[config.mk]
export PLATFORM = sky130hd
export DESIGN_NAME = fp_add_result_buffer
export DESIGN_NICKNAME = d
export VERILOG_FILES = /design/src/rtl/fp_add_result_buffer.sv
export SDC_FILE = /design/constraint.sdc
export NUM_CORES = 1
export LEC_CHECK = 0
export CORE_ASPECT_RATIO = 0.8
export CORE_UTILIZATION = 30
export CTS_CLUSTER_DIAMETER = 200
export CTS_CLUSTER_SIZE = 20
export DETAILED_ROUTE_END_ITERATION = 6
export DONT_BUFFER_PORTS = 1
export MAX_ROUTING_LAYER = met4
export PLACE_DENSITY = 0.54
export SETUP_SLACK_MARGIN = 0.2
export SLEW_MARGIN = 20
export SYNTH_ARGS = -nofsm -noshare
export SYNTH_HDL_FRONTEND = slang
export SYNTH_SLANG_ARGS = --single-unit
[constraint.sdc]
create_clock -name clk -period 4 [get_ports clk]
set_input_delay 0.4 -clock clk [delete_from_list [all_inputs] [get_ports clk]]
set_output_delay 0.4 -clock clk [all_outputs]
set_load 0.01 [all_outputs]
[src/rtl/fp_add_result_buffer.sv]
// fp_add_result_buffer: DEPTH-entry result FIFO behind the combinational FP adder.
// Captures {result, nan, overflow, underflow, tag}, presents the head entry over
// valid/ready, and accumulates sticky exception flags as results are committed.
// Optional build macro: FP_ADD_BUF_CANON_NAN_EN (store NaNs as canonical 32'h7FC00000).
module fp_add_result_buffer #(
    parameter int unsigned DEPTH = 4,
    parameter int unsigned TAG_W = 4
) (
    input  logic                       clk,
    input  logic                       rst_n,
    input  logic                       in_valid,
    output logic                       in_ready,
    input  logic [31:0]                in_result,
    input  logic                       in_overflow,
    input  logic                       in_underflow,
    input  logic [TAG_W-1:0]           in_tag,
    output logic                       out_valid,
    input  logic                       out_ready,
    output logic [31:0]                out_result,
    output logic [2:0]                 out_flags,
    output logic [TAG_W-1:0]           out_tag,
    output logic [2:0]                 fflags,
    input  logic                       fflags_clr,
    output logic [$clog2(DEPTH+1)-1:0] count
);

    localparam int unsigned PTR_W = (DEPTH > 1) ? $clog2(DEPTH) : 1;
    localparam int unsigned CNT_W = $clog2(DEPTH + 1);
    localparam logic [31:0] CANON_NAN = 32'h7FC0_0000;

    // One buffered result; flags ordered {nan, overflow, underflow}
    typedef struct packed {
        logic [31:0]      result;
        logic [2:0]       flags;
        logic [TAG_W-1:0] tag;
    } entry_t;

    entry_t             mem_q [DEPTH];
    entry_t             mem_d [DEPTH];
    logic [PTR_W-1:0]   wr_ptr_q, wr_ptr_d;
    logic [PTR_W-1:0]   rd_ptr_q, rd_ptr_d;
    logic [CNT_W-1:0]   count_q, count_d;
    logic               in_ready_q, in_ready_d;
    logic               out_valid_q, out_valid_d;
    entry_t             head_q, head_d;
    logic [2:0]         fflags_q, fflags_d;

    logic               push;
    logic               pop;
    logic               in_nan;
    entry_t             in_entry;

    // Classify the incoming result and form the entry to store
    always_comb begin
        in_nan          = (&in_result[30:23]) && (|in_result[22:0]);
        in_entry        = '0;
        in_entry.flags  = {in_nan, in_overflow, in_underflow};
        in_entry.tag    = in_tag;
`ifdef FP_ADD_BUF_CANON_NAN_EN
        in_entry.result = in_nan ? CANON_NAN : in_result;
`else
        in_entry.result = in_result;
`endif
    end

    // Next-state: storage, pointers, occupancy, registered handshakes, head, sticky flags
    always_comb begin
        push        = in_valid && in_ready_q;
        pop         = out_valid_q && out_ready;
        mem_d       = mem_q;
        wr_ptr_d    = wr_ptr_q;
        rd_ptr_d    = rd_ptr_q;
        count_d     = count_q;

        if (push) begin
            mem_d[wr_ptr_q] = in_entry;
            wr_ptr_d        = wr_ptr_q + PTR_W'(1);
        end
        if (pop) begin
            rd_ptr_d = rd_ptr_q + PTR_W'(1);
        end
        case ({push, pop})
            2'b10:   count_d = count_q + CNT_W'(1);
            2'b01:   count_d = count_q - CNT_W'(1);
            default: count_d = count_q;
        endcase

        in_ready_d  = (count_d != CNT_W'(DEPTH));
        out_valid_d = (count_d != CNT_W'(0));
        head_d      = mem_d[rd_ptr_d];

        // A commit in the same cycle as a clear still lands its flags
        fflags_d    = (fflags_clr ? 3'b000 : fflags_q) | (pop ? head_q.flags : 3'b000);
    end

    // State registers with synchronous active-low reset
    always_ff @(posedge clk) begin
        if (!rst_n) begin
            for (int i = 0; i < int'(DEPTH); i++) begin
                mem_q[i] <= '0;
            end
            wr_ptr_q    <= '0;
            rd_ptr_q    <= '0;
            count_q     <= '0;
            in_ready_q  <= 1'b1;
            out_valid_q <= 1'b0;
            head_q      <= '0;
            fflags_q    <= '0;
        end else begin
            mem_q       <= mem_d;
            wr_ptr_q    <= wr_ptr_d;
            rd_ptr_q    <= rd_ptr_d;
            count_q     <= count_d;
            in_ready_q  <= in_ready_d;
            out_valid_q <= out_valid_d;
            head_q      <= head_d;
            fflags_q    <= fflags_d;
        end
    end

    assign in_ready   = in_ready_q;
    assign out_valid  = out_valid_q;
    assign out_result = head_q.result;
    assign out_flags  = head_q.flags;
    assign out_tag    = head_q.tag;
    assign fflags     = fflags_q;
    assign count      = count_q;

endmodule

Word-level counts from Yosys, hierarchy flattened:

Cells that the tools add are included.

* $add $sub $neg: 4
* magnitude comparators: 3
* equal/unequal tests: 3
* muxes and demuxes: 11
* bitwise operators: 3
* reductions and logical operators: 7

Operators by type and width (count)
* bitwise mux 156 bit: 1
* 2-to-1 mux 156 bit: 1
* 2-to-1 mux 39 bit: 3
* binary-select mux 39 bit (select 2 bit): 1
* demux 39 bit (select 2 bit): 1
* OR reduction 23 bit: 1
* AND reduction 8 bit: 1
* >= comparator 3 bit (second input constant): 2
* 2-to-1 mux 3 bit: 2
* NOT 2 -> 3 bit: 2
* case mux 3 bit (2 select lines): 1
* adder 2 x 1 -> 2 bit (second input constant): 2
* logical AND 1 bit: 4
* adder 3 x 1 -> 3 bit (second input constant): 1
* < comparator 3 x 1 -> 1 bit (second input constant): 1
* inequality test 3 bit (second input constant): 1
* OR 3 bit: 1
* nonzero test 3 bit: 1
* subtractor 3 x 1 -> 3 bit (second input constant): 1
* equality test 2 x 1 -> 1 bit (second input constant): 1
* equality test 2 bit (second input constant): 1
* 2-to-1 mux 2 bit: 1

* register bits after elaboration: 207
* word-level logic and storage cells: 52

Logic depth before layout (Yosys ltp):

Gate-level depths: netlist (run 1).

* word-level depth: 10
* depth in mapped cells: 10
* depth with buffers taken out: 9

Least setup slack after synthesis (run 1):

OpenSTA, ideal clock, no wires.

* path kind: reg2reg
* from: reg out_valid_q (netlist: out_valid)
* to: reg head_q (netlist bit out_result[25])
* setup time: 0.082 ns
* arrival time: 1.942 ns
* required time: 3.918 ns
* slack: 1.975 ns
* cell stages (with the launch flop): 8
* path through: dfxtp_1 and3_1 xor2_2 buf_2 buf_2 mux2i_1 or3b_1 o221ai_1

* longest elaborated chain between the ends: 6

Ends and longest elaborated chain
* start: declaration: RTL line 44 `logic out_valid_q, out_valid_d;`
* start signal: assignment: RTL line 115 `out_valid_q <= out_valid_d;`
* logical AND 1 bit: RTL line 69 `pop = out_valid_q && out_ready;`
* 2-to-1 mux 2 bit: RTL line 79 `if (pop) begin`
* NOT 2 -> 3 bit (not written as such): RTL line 90 `head_d = mem_d[rd_ptr_d];`
* binary-select mux 39 bit (select 2 bit): RTL line 90
* 2-to-1 mux 39 bit (not written as such) (2 in series): RTL line 90
* end signal: assignment: RTL line 107 `head_q <= '0;`
* end signal: assignment: RTL line 116 `head_q <= head_d;`
* end: declaration: RTL line 45 `entry_t head_q, head_d;`

No other way between the ends. The select of a mux whose other input is x is not followed.
A chain may end at the register's enable or synchronous reset.

Final worst setup path (run 1):

* from: reg in_ready_q (netlist: in_ready)
* to: reg head_q (netlist bit out_flags[1])

* longest elaborated chain between the ends: 5

Ends and longest elaborated chain
* start: declaration: RTL line 43 `logic in_ready_q, in_ready_d;`
* start signal: assignment: RTL line 114 `in_ready_q <= in_ready_d;`
* logical AND 1 bit: RTL line 68 `push = in_valid && in_ready_q;`
* 2-to-1 mux 156 bit: RTL line 75 `if (push) begin`
* binary-select mux 39 bit (select 2 bit): RTL line 90
* 2-to-1 mux 39 bit (not written as such) (2 in series): RTL line 90

No other way between the ends. The select of a mux whose other input is x is not followed.

==> results of run 1 <==
## sequential cells by signal, indices dropped and copies added, names as in the netlist
| signal | flops |
|---|---|
| mem_q | 156 |
| count | 3 |
| out_result | 32 |
| out_valid | 1 |
| out_flags | 3 |
| fflags | 3 |
| in_ready | 1 |
| rd_ptr_q | 2 |
| out_tag | 4 |
| wr_ptr_q | 2 |
## path summary, 6_finish.rpt
check,endpoint,slack [ps],depth (start not counted)
worst max register to register,out_flags[1],1410,5
worst min-delay path,count[1],50,1
worst min register to register,mem_q[138],460,2
worst max-delay path,out_flags[1],1410,5
## layout by cell type (no fill, tap or decap), drive strengths merged, types with 15 or more instances in the layout
cell    count
nor2       77
inv        42
o221ai     37
or3b       36
nand2     317
buf        18
dfxtp     207
mux2i      38
clkbuf     15
or3        74
a32oi      38
nand3      44
a21boi    158
## layer usage
metal  GRT usage, %  wire (um)
met1           24.1      13800
met2           27.0      12700
met3           3.57       1650
met4           2.29        284
met5              -          0
## worst max-delay path, delay by kind of cell (launching register included)
kind            cells  cell delay [ps]
simple gates        2             1000
flops               1              620
compound gates      2              390
buf+inv             1              450
## where the power goes
part / switching, mW / internal (mW)
logic: 0.685 / 0.435
registers: 0.224 / 2.29
clock network: 0.747 / 0.677
## synth_stat cells (6+ instances only)
| cell | n |
|---|---|
| nor2_1 | 77 |
| mux2i_1 | 38 |
| or3_1 | 74 |
| nand3_1 | 44 |
| and2_1 | 7 |
| dfxtp_1 | 207 |
| nand2_1 | 317 |
| a21boi_0 | 158 |
| or3b_2 | 6 |
| clkbuf_1 | 79 |
| a32oi_1 | 38 |
| buf_1 | 10 |
| o221ai_1 | 37 |
| or3b_1 | 30 |
| buf_2 | 15 |
| inv_1 | 43 |
| nor2b_1 | 7 |
## area by class of cell
type                            count  area, um^2  share of cell area (%)
Clock buffer                       15         375                    3.52
Clock inverter                      1        16.3                   0.153
Inverter                           43         161                    1.52
Sequential cell                   207        4140                    38.9
Multi-Input combinational cell    881        5260                    49.4
Tap cell                          427         534                    5.02
Timing Repair Buffer               18         160                    1.50
## kinds of logic (layout without fill, tap and decap cells)
logic type / count (synthesis) / after routing / share of synthesized area (%)
AND/OR/NAND/NOR: 579 / 579 / 27.0
AO/OA/AOI/OAI: 251 / 251 / 19.8
flip-flops: 207 / 207 / 41.9
buffers and inverters: 147 / 77 / 5.77
multiplexers: 39 / 39 / 4.07
adder cells (fa/ha/maj): 6 / 6 / 0.835
XOR/XNOR: 6 / 6 / 0.607
## through the flow
| step | setup slack, ps | hold slack [ps] | cell area [um^2] | std cells |
|---|---|---|---|---|
| after floorplan | 1980 | 439 | 9900 | 1235 |
| after global placement | 1430 | 444 | 10300 | 1576 |
| after detailed placement | 1370 | 452 | 10300 | 1576 |
| after CTS | 1350 | 24.0 | 10600 | 1592 |
| after global routing | 1150 | 29.1 | 10600 | 1592 |
| final | 1410 | 47.3 | 10600 | 1592 |
==> metrics.csv, run 1 <==
stage,metric,value,unit
status,status,"complete, no violations",
clocking,clk slew on worst S/H paths,90,ps
pwr,static leakage,3.49,nW
die,Core Footprint,32500,um^2
global_route,largest net degree at the start of global routing,170,
final_layout,share of cells above drive strength 1,4.98,%
final_layout,post-layout util,32.8,%
logic_synthesis,fraction of registers with async set/reset,0,%
logic_synthesis,post-synthesis cell count,1235,
final_layout,Syn-to-layout area delta,7.61,%
logic_synthesis,number of synthesized flops with an enable pin,0,
sta,final hold vios,0,
die,Die W,205,um
setup_path,critical path class,flip-flop to flip-flop,
sta,Final Max Slew Viols,0,
placed_design,Port Buffers,0,
setup_path,CP max FO,45,
setup_path,Worst EP required,4370,ps
sta,# setup viols final,0,
flow_run,max-cap viol count,0,
setup_path,worst path arrival time,2960,ps
final_layout,fillers,3428,
sta,crit share post-route,64.7,%
global_route,total gr overflow,0,
clocking,Max Root-Sink Buffers,3,
pwr,Peak VDD IR,220,uV
clocking,CTS Hold Buffers Added,0,
global_route,global-route wire length before repair,45600,um
sta,relative slew slack,37.0,%
setup_path,maximum single-stage delay on the critical path,800,ps
clocking,CTS tree,yes,
die,IO Pins,90,
clocking,postcts setup bufs,0,
global_route,vias in the first global route,7788,
die,Initial Utilization,30.5,%
logic_synthesis,synth top area cells,"dfxtp_1 42%, nand2_1 12%, a21boi_0 12%, or3_1 4.7%, mux2i_1 3.8%",
clocking,H-tree depth,1,
logic_synthesis,#FFs+latches synth,207,
placed_design,gpl congestion,0.766,
drt,Post-DRT Antenna Nets,0,
logic_synthesis,Yosys Warn Count,0,
sta,Final min period,2590,ps
drt,wire per inst,17.8,um
drt,Detailed Route WL,28400,um
setup_path,CP cell instances,and3_2 > buf_4 > or3_1 > a32oi_1 > o221ai_1,
sta,Fmax,386,MHz
logic_synthesis,leading area contributor after synthesis,dfxtp_1,
pwr,power per cell area,475,nW/um^2
logic_synthesis,post-synth top area share,41.9,%
clocking,root buf cell,clkbuf_16,
final_layout,Nets,1214,
min_path,worst hold path class,input port to flip-flop,
logic_synthesis,syn avg cell area,8.01,um^2
placed_design,DPL Wire Length,16900,um
global_route,antenna violations before repair,0,
sta,Slew @ Worst Pin,941,ps
logic_synthesis,Synth Flop Type,dfxtp_1,
sta,setup TNS,0,ps
sta,RSZ-0062 raised after global routing,no,
clocking,CTS resizes,0,
pwr,total power,5.06,mW
setup_path,CP endpoint kind,flip-flop,
global_route,Tot GR Track Use,17.5,%
clocking,TritonCTS Buffers,14,
setup_path,Setup crit start,in_ready,
drt,TritonRoute pass-1 iters,5,
drt,drt drc,0,
setup_path,slowest CP cell,and3_2,
clocking,"Clk Latency, worst-skew pair",480,ps
drt,DR vias/cell,5.17,
min_path,Hold Path Origin,rst_n,
drt,initial drt markers,514,
setup_path,RR Startpoint,in_ready,
logic_synthesis,Netlist Area Pre-Place,9900,um^2
die,Die H,164,um
die,Placement Rows,59,
logic_synthesis,register area share after synthesis,41.9,%
sta,Clock Skews,24.4,ps
logic_synthesis,Post-Syn Nets,1284,
final_layout,n_diodes,0,
setup_path,CP Launch Type,flip-flop,
logic_synthesis,post-synth cell types,37,
die,die area,33700,um^2
drt,number of vias in the routed layout,8225,
clocking,total clock sinks,207,
Note: power is estimated with default switching activity, not from simulation.
==> run 2, diff against run 1 <==
- clock period: 4 -> 2.7 ns (I/O delays scaled with it)
==> run 2 against run 1 <==
Against the previous run:
- sequential cell count is the same
- combinational power up 68%
- die area stayed put
- count of clock-buffer cells in the layout unchanged
- critical path type unchanged
- highest routed layer unchanged
==> metrics.csv, run 2 (synthesis gave the netlist of run 1 again) <==
stage,metric,value,unit
status,status,"complete, no violations",
die,Die H,164,um
drt,Post-DRT Antenna Nets,0,
final_layout,area occupied by multi-input gates,5260,um^2
flow_run,max-cap viol count,0,
clocking,H-tree depth,1,
setup_path,"CP delay by family, top",simple AND/OR/NAND/NOR gates,
die,IO Pins,90,
setup_path,CP endpoint kind,flip-flop,
global_route,largest net degree at the start of global routing,167,
setup_path,worst path arrival time,2650,ps
sta,RSZ-0062 raised after global routing,no,
drt,met1 wire length,14900,um
sta,# setup viols final,0,
die,Core Footprint,32500,um^2
pwr,static leakage,3.74,nW
drt,wire per inst,18.3,um
pwr,combinational fraction of design power,24.5,%
sta,Slew @ Worst Pin,735,ps
die,die area,33700,um^2
setup_path,CP cell instances,inv_1 > ha_1 > and3_2 > buf_4 > or3_1 > a32oi_1 > o221ai_1,
clocking,CTS tree,yes,
clocking,"Clk Latency, worst-skew pair",490,ps
sta,Final Max Slew Viols,0,
clocking,clk slew on worst S/H paths,90,ps
setup_path,slowest CP cell,dfxtp_1,
sta,setup ws final,386,ps
final_layout,fillers,3379,
final_layout,"commonest cells after routing, fill and taps aside","317 x nand2_1, 207 x dfxtp_1, 158 x a21boi_0",
final_layout,"most common cell after layout, fill and taps aside",nand2_1,
drt,DR vias/cell,5.09,
setup_path,Worst EP required,3040,ps
setup_path,CP Launch Type,flip-flop,
sta,Fmax,432,MHz
pwr,Peak VDD IR,329,uV
final_layout,post-layout util,34.6,%
die,Initial Utilization,30.5,%
final_layout,Register Area,4140,um^2
sta,final hold vios,0,
final_layout,Nets,1267,
drt,number of vias in the routed layout,8375,
drt,DR top layer,met4,
global_route,vias in the first global route,7904,
setup_path,critical path class,flip-flop to flip-flop,
drt,initial drt markers,540,
sta,Clock Skews,32.0,ps
sta,crit share post-route,85.7,%
sta,setup TNS,0,ps
drt,WL met2,12800,um
final_layout,Syn-to-layout area delta,13.5,%
min_path,WHS Endpoint,out_result[29],
placed_design,pre-CTS setup slack,427,ps
min_path,Worst Hold Depth,2,
drt,drt drc,0,
placed_design,gpl congestion,0.741,
placed_design,Port Buffers,0,
setup_path,maximum single-stage delay on the critical path,400,ps
die,Placement Rows,59,
clocking,postcts setup bufs,0,
pwr,total power,7.69,mW
clocking,root buf cell,clkbuf_16,
setup_path,reg2reg setup slack,390,ps
pwr,Switching Share,33.1,%
sta,Final min period,2310,ps
min_path,Hold Path Origin,in_result[29],
drt,Detailed Route WL,30100,um
setup_path,worst r2r path cells,7,
setup_path,CP max FO,29,
pwr,internal power,5.14,mW
final_layout,most flop-heavy register,mem_q,
drt,met3 routed WL,1860,um
setup_path,RR Startpoint,wr_ptr_q[0],
clocking,total clock sinks,207,
clocking,Max Root-Sink Buffers,3,
final_layout,max reg flops,156,
pwr,Flop pwr share,48.2,%
placed_design,DPL Wire Length,17400,um
global_route,antenna violations before repair,0,
global_route,total gr overflow,0,
sta,relative slew slack,50.8,%
pwr,power per cell area,685,nW/um^2
min_path,worst hold path class,input port to flip-flop,
final_layout,share of cells above drive strength 1,5.75,%
pwr,P_sw,2.55,mW
global_route,global-route wire length before repair,47800,um
drt,TritonRoute pass-1 iters,7,
setup_path,Worst Path Buf+Inv,2,
die,Die W,205,um
clocking,TritonCTS Buffers,14,
global_route,Tot GR Track Use,18.6,%
pwr,Clock power frac,27.3,%
setup_path,FF-to-FF End,out_result[16],
[run 2: cell types whose count changed in the layout (fill, tap and decap cells not counted)]
| cell | before | now |
|---|---|---|
| dlygate4sd3_1 | 0 | 41 |
| buf_16 | 0 | 1 |
| buf_4 | 16 | 22 |
| buf_12 | 2 | 7 |
| diode_2 | 0 | 1 |
[run 2: worst max-delay path by stage]
stage	start	end	slack, ps	cells past startpoint
global route	wr_ptr_q[0]	out_result[14]	240	7
CTS	wr_ptr_q[0]	out_result[21]	390	7
detailed placement	in_ready	out_valid	430	7
finish	wr_ptr_q[0]	out_result[16]	390	7
floorplan	out_valid	out_result[25]	680	7
global placement	in_ready	out_valid	450	7
[run 2: layout make-up]
cell class                      instances  area share (%)
Clock buffer                           15            3.34
Sequential cell                       207            36.9
Tap cell                              427            4.76
Clock inverter                          1           0.145
Multi-Input combinational cell        881            46.8
Antenna cell                            1          0.0223
Timing Repair Buffer                   71            6.62
Inverter                               43            1.44
[run 2: metrics by stage]
stage / cell area [um^2] / hold WS [ps] / instances
floorplan: 9900 / 415 / 1235
finish: 11200 / 32.0 / 1646
global route: 11200 / 84.5 / 1645
CTS: 11200 / 34.2 / 1645
detailed placement: 10400 / 414 / 1587
global placement: 10400 / 410 / 1587
[run 2: timing repair]
item,4_1_cts,5_1_grt
hold endpoints to repair,202,0
gates resized for setup,0,0
hold buffers,42,0
[run 2: worst reg2reg max path: stages (launching register included)]
cell      delay (ps)
dfxtp_1          400
inv_1             80
ha_1             220
and3_2           370
buf_4            320
or3_1            390
a32oi_1          220
o221ai_1         160
[run 2: per-layer routing]
metal	global-route usage, %	up-vias
met2	28.0	182
met3	3.59	34
met1	25.7	3968
met5	-	-
met4	3.80	0
li1	-	4191
[run 2: power groups by stage]
stage               registers, mW  logic (mW)  clock network, mW
floorplan                    3.68        1.29                  0
global placement             3.80        1.72                  0
detailed placement           3.79        1.76                  0
CTS                          3.73        1.90               2.19
global route                 3.76        2.11               2.28
finish                       3.71        1.88               2.10
==> run 3, diff against run 2 <==
- GPL_TIMING_DRIVEN: default -> 1
- PLACE_DENSITY: 0.54 -> 0.55
- clock period: 2.7 -> 1.95 ns (I/O delays scaled with it)
==> run 3 against run 2 <==
Against the previous run:
- the run now ends with hold timing, setup timing left
- clock skew is 6.3 ps higher
- count of clock-buffer cells in the layout is 1 higher
- combinational power is 110% higher
- global-route usage is 1.4 points higher
- critical path depth is 1 higher
- sequential cell count stayed put
- fmax is 12% higher
- first-iteration DRC count is 36% higher
- die area stayed put
- cell count is 5.5% higher
- sequential share of layout area is 5.2 points lower
- clock power is 41% higher
- critical endpoint is now out_result[20]
- largest cell class unchanged
==> metrics.csv, run 3 (synthesis gave the netlist of run 1 again) <==
stage,metric,value,unit
global_route,vias in the first global route,8594,
setup_path,RR Startpoint,out_valid,
final_layout,most flop-heavy register,mem_q,
setup_path,"CP delay by family, top",simple AND/OR/NAND/NOR gates,
final_layout,Nets,1358,
die,IO Pins,90,
setup_path,CP cell instances,and3_4 > xor2_4 > buf_6 > buf_12 > clkbuf_16 > mux2i_4 > or3b_4 > o221ai_2,
setup_path,worst path arrival time,2450,ps
die,die area,33700,um^2
sta,# setup viols final,34,
setup_path,CP max FO,7,
placed_design,Port Buffers,0,
drt,number of vias in the routed layout,9075,
sta,RSZ-0062 raised after global routing,yes,
clocking,TritonCTS Buffers,14,
clocking,root buf cell,clkbuf_16,
min_path,Hold Path Origin,rst_n,
final_layout,share of cells above drive strength 1,20.0,%
final_layout,area occupied by multi-input gates,5860,um^2
setup_path,critical path class,flip-flop to flip-flop,
pwr,static leakage,4.49,nW
final_layout,"Cell Count, Final, Fillers Out",1737,
pwr,Peak VDD IR,623,uV
global_route,Tot GR Track Use,19.9,%
sta,crit share post-route,106,%
sta,Fmax,484,MHz
status,failing checks,"hold timing, setup timing",
final_layout,Register Area,4150,um^2
setup_path,FF-to-FF End,out_result[20],
clocking,"Clk Latency, worst-skew pair",510,ps
status,status,finished with violations,
setup_path,CP endpoint kind,flip-flop,
drt,initial drt markers,733,
setup_path,Critical Path Stages,8,
drt,Detailed Route WL,33500,um
setup_path,reg2reg setup slack,-110,ps
sta,setup ws final,-114,ps
clocking,H-tree depth,1,
placed_design,DPL Wire Length,18500,um
placed_design,DP Cell Count,1627,
setup_path,slowest CP cell,or3b_4,
setup_path,Setup crit start,out_valid,
setup_path,maximum single-stage delay on the critical path,400,ps
sta,WHS,-151,ps
sta,Clock Skews,38.3,ps
global_route,total gr overflow,0,
placed_design,pre-CTS setup slack,-79.2,ps
die,Die W,205,um
flow_run,max-cap viol count,0,
drt,met1 wire length,16000,um
sta,Slew @ Worst Pin,428,ps
setup_path,Worst Path Buf+Inv,3,
final_layout,max reg flops,156,
min_path,Worst Hold Depth,1,
placed_design,gpl congestion,0.774,
clocking,CTS tree,yes,
sta,relative slew slack,71.5,%
die,Die H,164,um
global_route,largest net degree at the start of global routing,170,
setup_path,CP Launch Type,flip-flop,
die,Placement Rows,59,
clocking,total clock sinks,207,
drt,met3 routed WL,2010,um
sta,Final min period,2060,ps
min_path,WHS Endpoint,count[1],
setup_path,Worst EP required,2340,ps
final_layout,fillers,3259,
final_layout,final instance area,13100,um^2
sta,final hold vios,74,
drt,Post-DRT Antenna Nets,0,
drt,DR top layer,met4,
global_route,antenna violations before repair,0,
placed_design,DP Area,11000,um^2
drt,DR vias/cell,5.22,
final_layout,n_diodes,0,
sta,setup TNS,-1330,ps
pwr,power per cell area,920,nW/um^2
drt,TritonRoute pass-1 iters,5,
drt,wire per inst,19.3,um
global_route,global-route wire length before repair,50600,um
setup_path,worst r2r path cells,8,
clocking,clk slew on worst S/H paths,90,ps
final_layout,Syn-to-layout area delta,32.3,%
sta,Final Max Slew Viols,0,
die,Core Footprint,32500,um^2
final_layout,"most common cell after layout, fill and taps aside",nand2_1,
drt,WL met2,15000,um
clocking,Max Root-Sink Buffers,3,
final_layout,"commonest cells after routing, fill and taps aside","317 x nand2_1, 203 x dfxtp_1, 151 x a21boi_0",
die,Initial Utilization,30.5,%
min_path,worst hold path class,input port to flip-flop,
drt,drt drc,0,
-- run 3: cell count changes in the layout (fill, tap and decap cells not counted), sizes merged --
cell / delta
clkbuf: +6
diode: -1
buf: +85
bufbuf: +1
-- run 3: repair_timing --
action | in CTS | in global routing
pin swaps | 19 | 62
buffers inserted | 25 | 14
endpoints found under the setup margin | 44 | 57
hold endpoints to repair | 204 | 166
gates resized for setup | 63 | 86
gates cloned | 8 | 5
hold buffers | 43 | 1
-- run 3: metrics by stage --
stage	util, %	total power [mW]
floorplan	-	6.94
global placement	33.7	7.99
detailed placement	33.7	8.04
CTS	38.4	11.7
global route	40.3	12.6
finish	40.3	12.0
-- run 3: per-layer routing --
| layer | up-vias | track usage (%) |
|---|---|---|
| li1 | 4381 | - |
| met1 | 4439 | 26.9 |
| met2 | 219 | 31.1 |
| met3 | 36 | 3.85 |
| met4 | 0 | 3.67 |
| met5 | - | - |
-- run 3: how the worst max path moves through the flow --
| stage | to | slack [ps] |
|---|---|---|
| floorplan | out_tag[2] | 130 |
| global placement | out_result[11] | -30 |
| detailed placement | out_flags[1] | -80 |
| CTS | out_result[28] | -50 |
| global route | out_result[20] | -170 |
| finish | out_result[20] | -110 |
-- run 3: layout make-up --
class	instances	area share, %
Multi-Input combinational cell	881	44.8
Inverter	43	1.23
Clock inverter	1	0.124
Tap cell	427	4.08
Clock buffer	16	2.90
Timing Repair Buffer	162	15.2
Sequential cell	207	31.7
-- run 3: worst register-to-register path, cell delays in order (launching register included) --
cell,delay [ps]
dfxtp_4,350
and3_4,220
xor2_4,200
buf_6,130
buf_12,140
clkbuf_16,180
mux2i_4,250
or3b_4,400
o221ai_2,80
-- run 3: report_power, final --
part	internal (mW)	switching (mW)	total, mW	leakage [nW]
Clock	1.40	1.57	2.97	0.193
Combinational	1.98	1.99	3.97	2.61
Sequential	4.71	0.400	5.10	1.69
Total	8.08	3.96	12.0	4.49
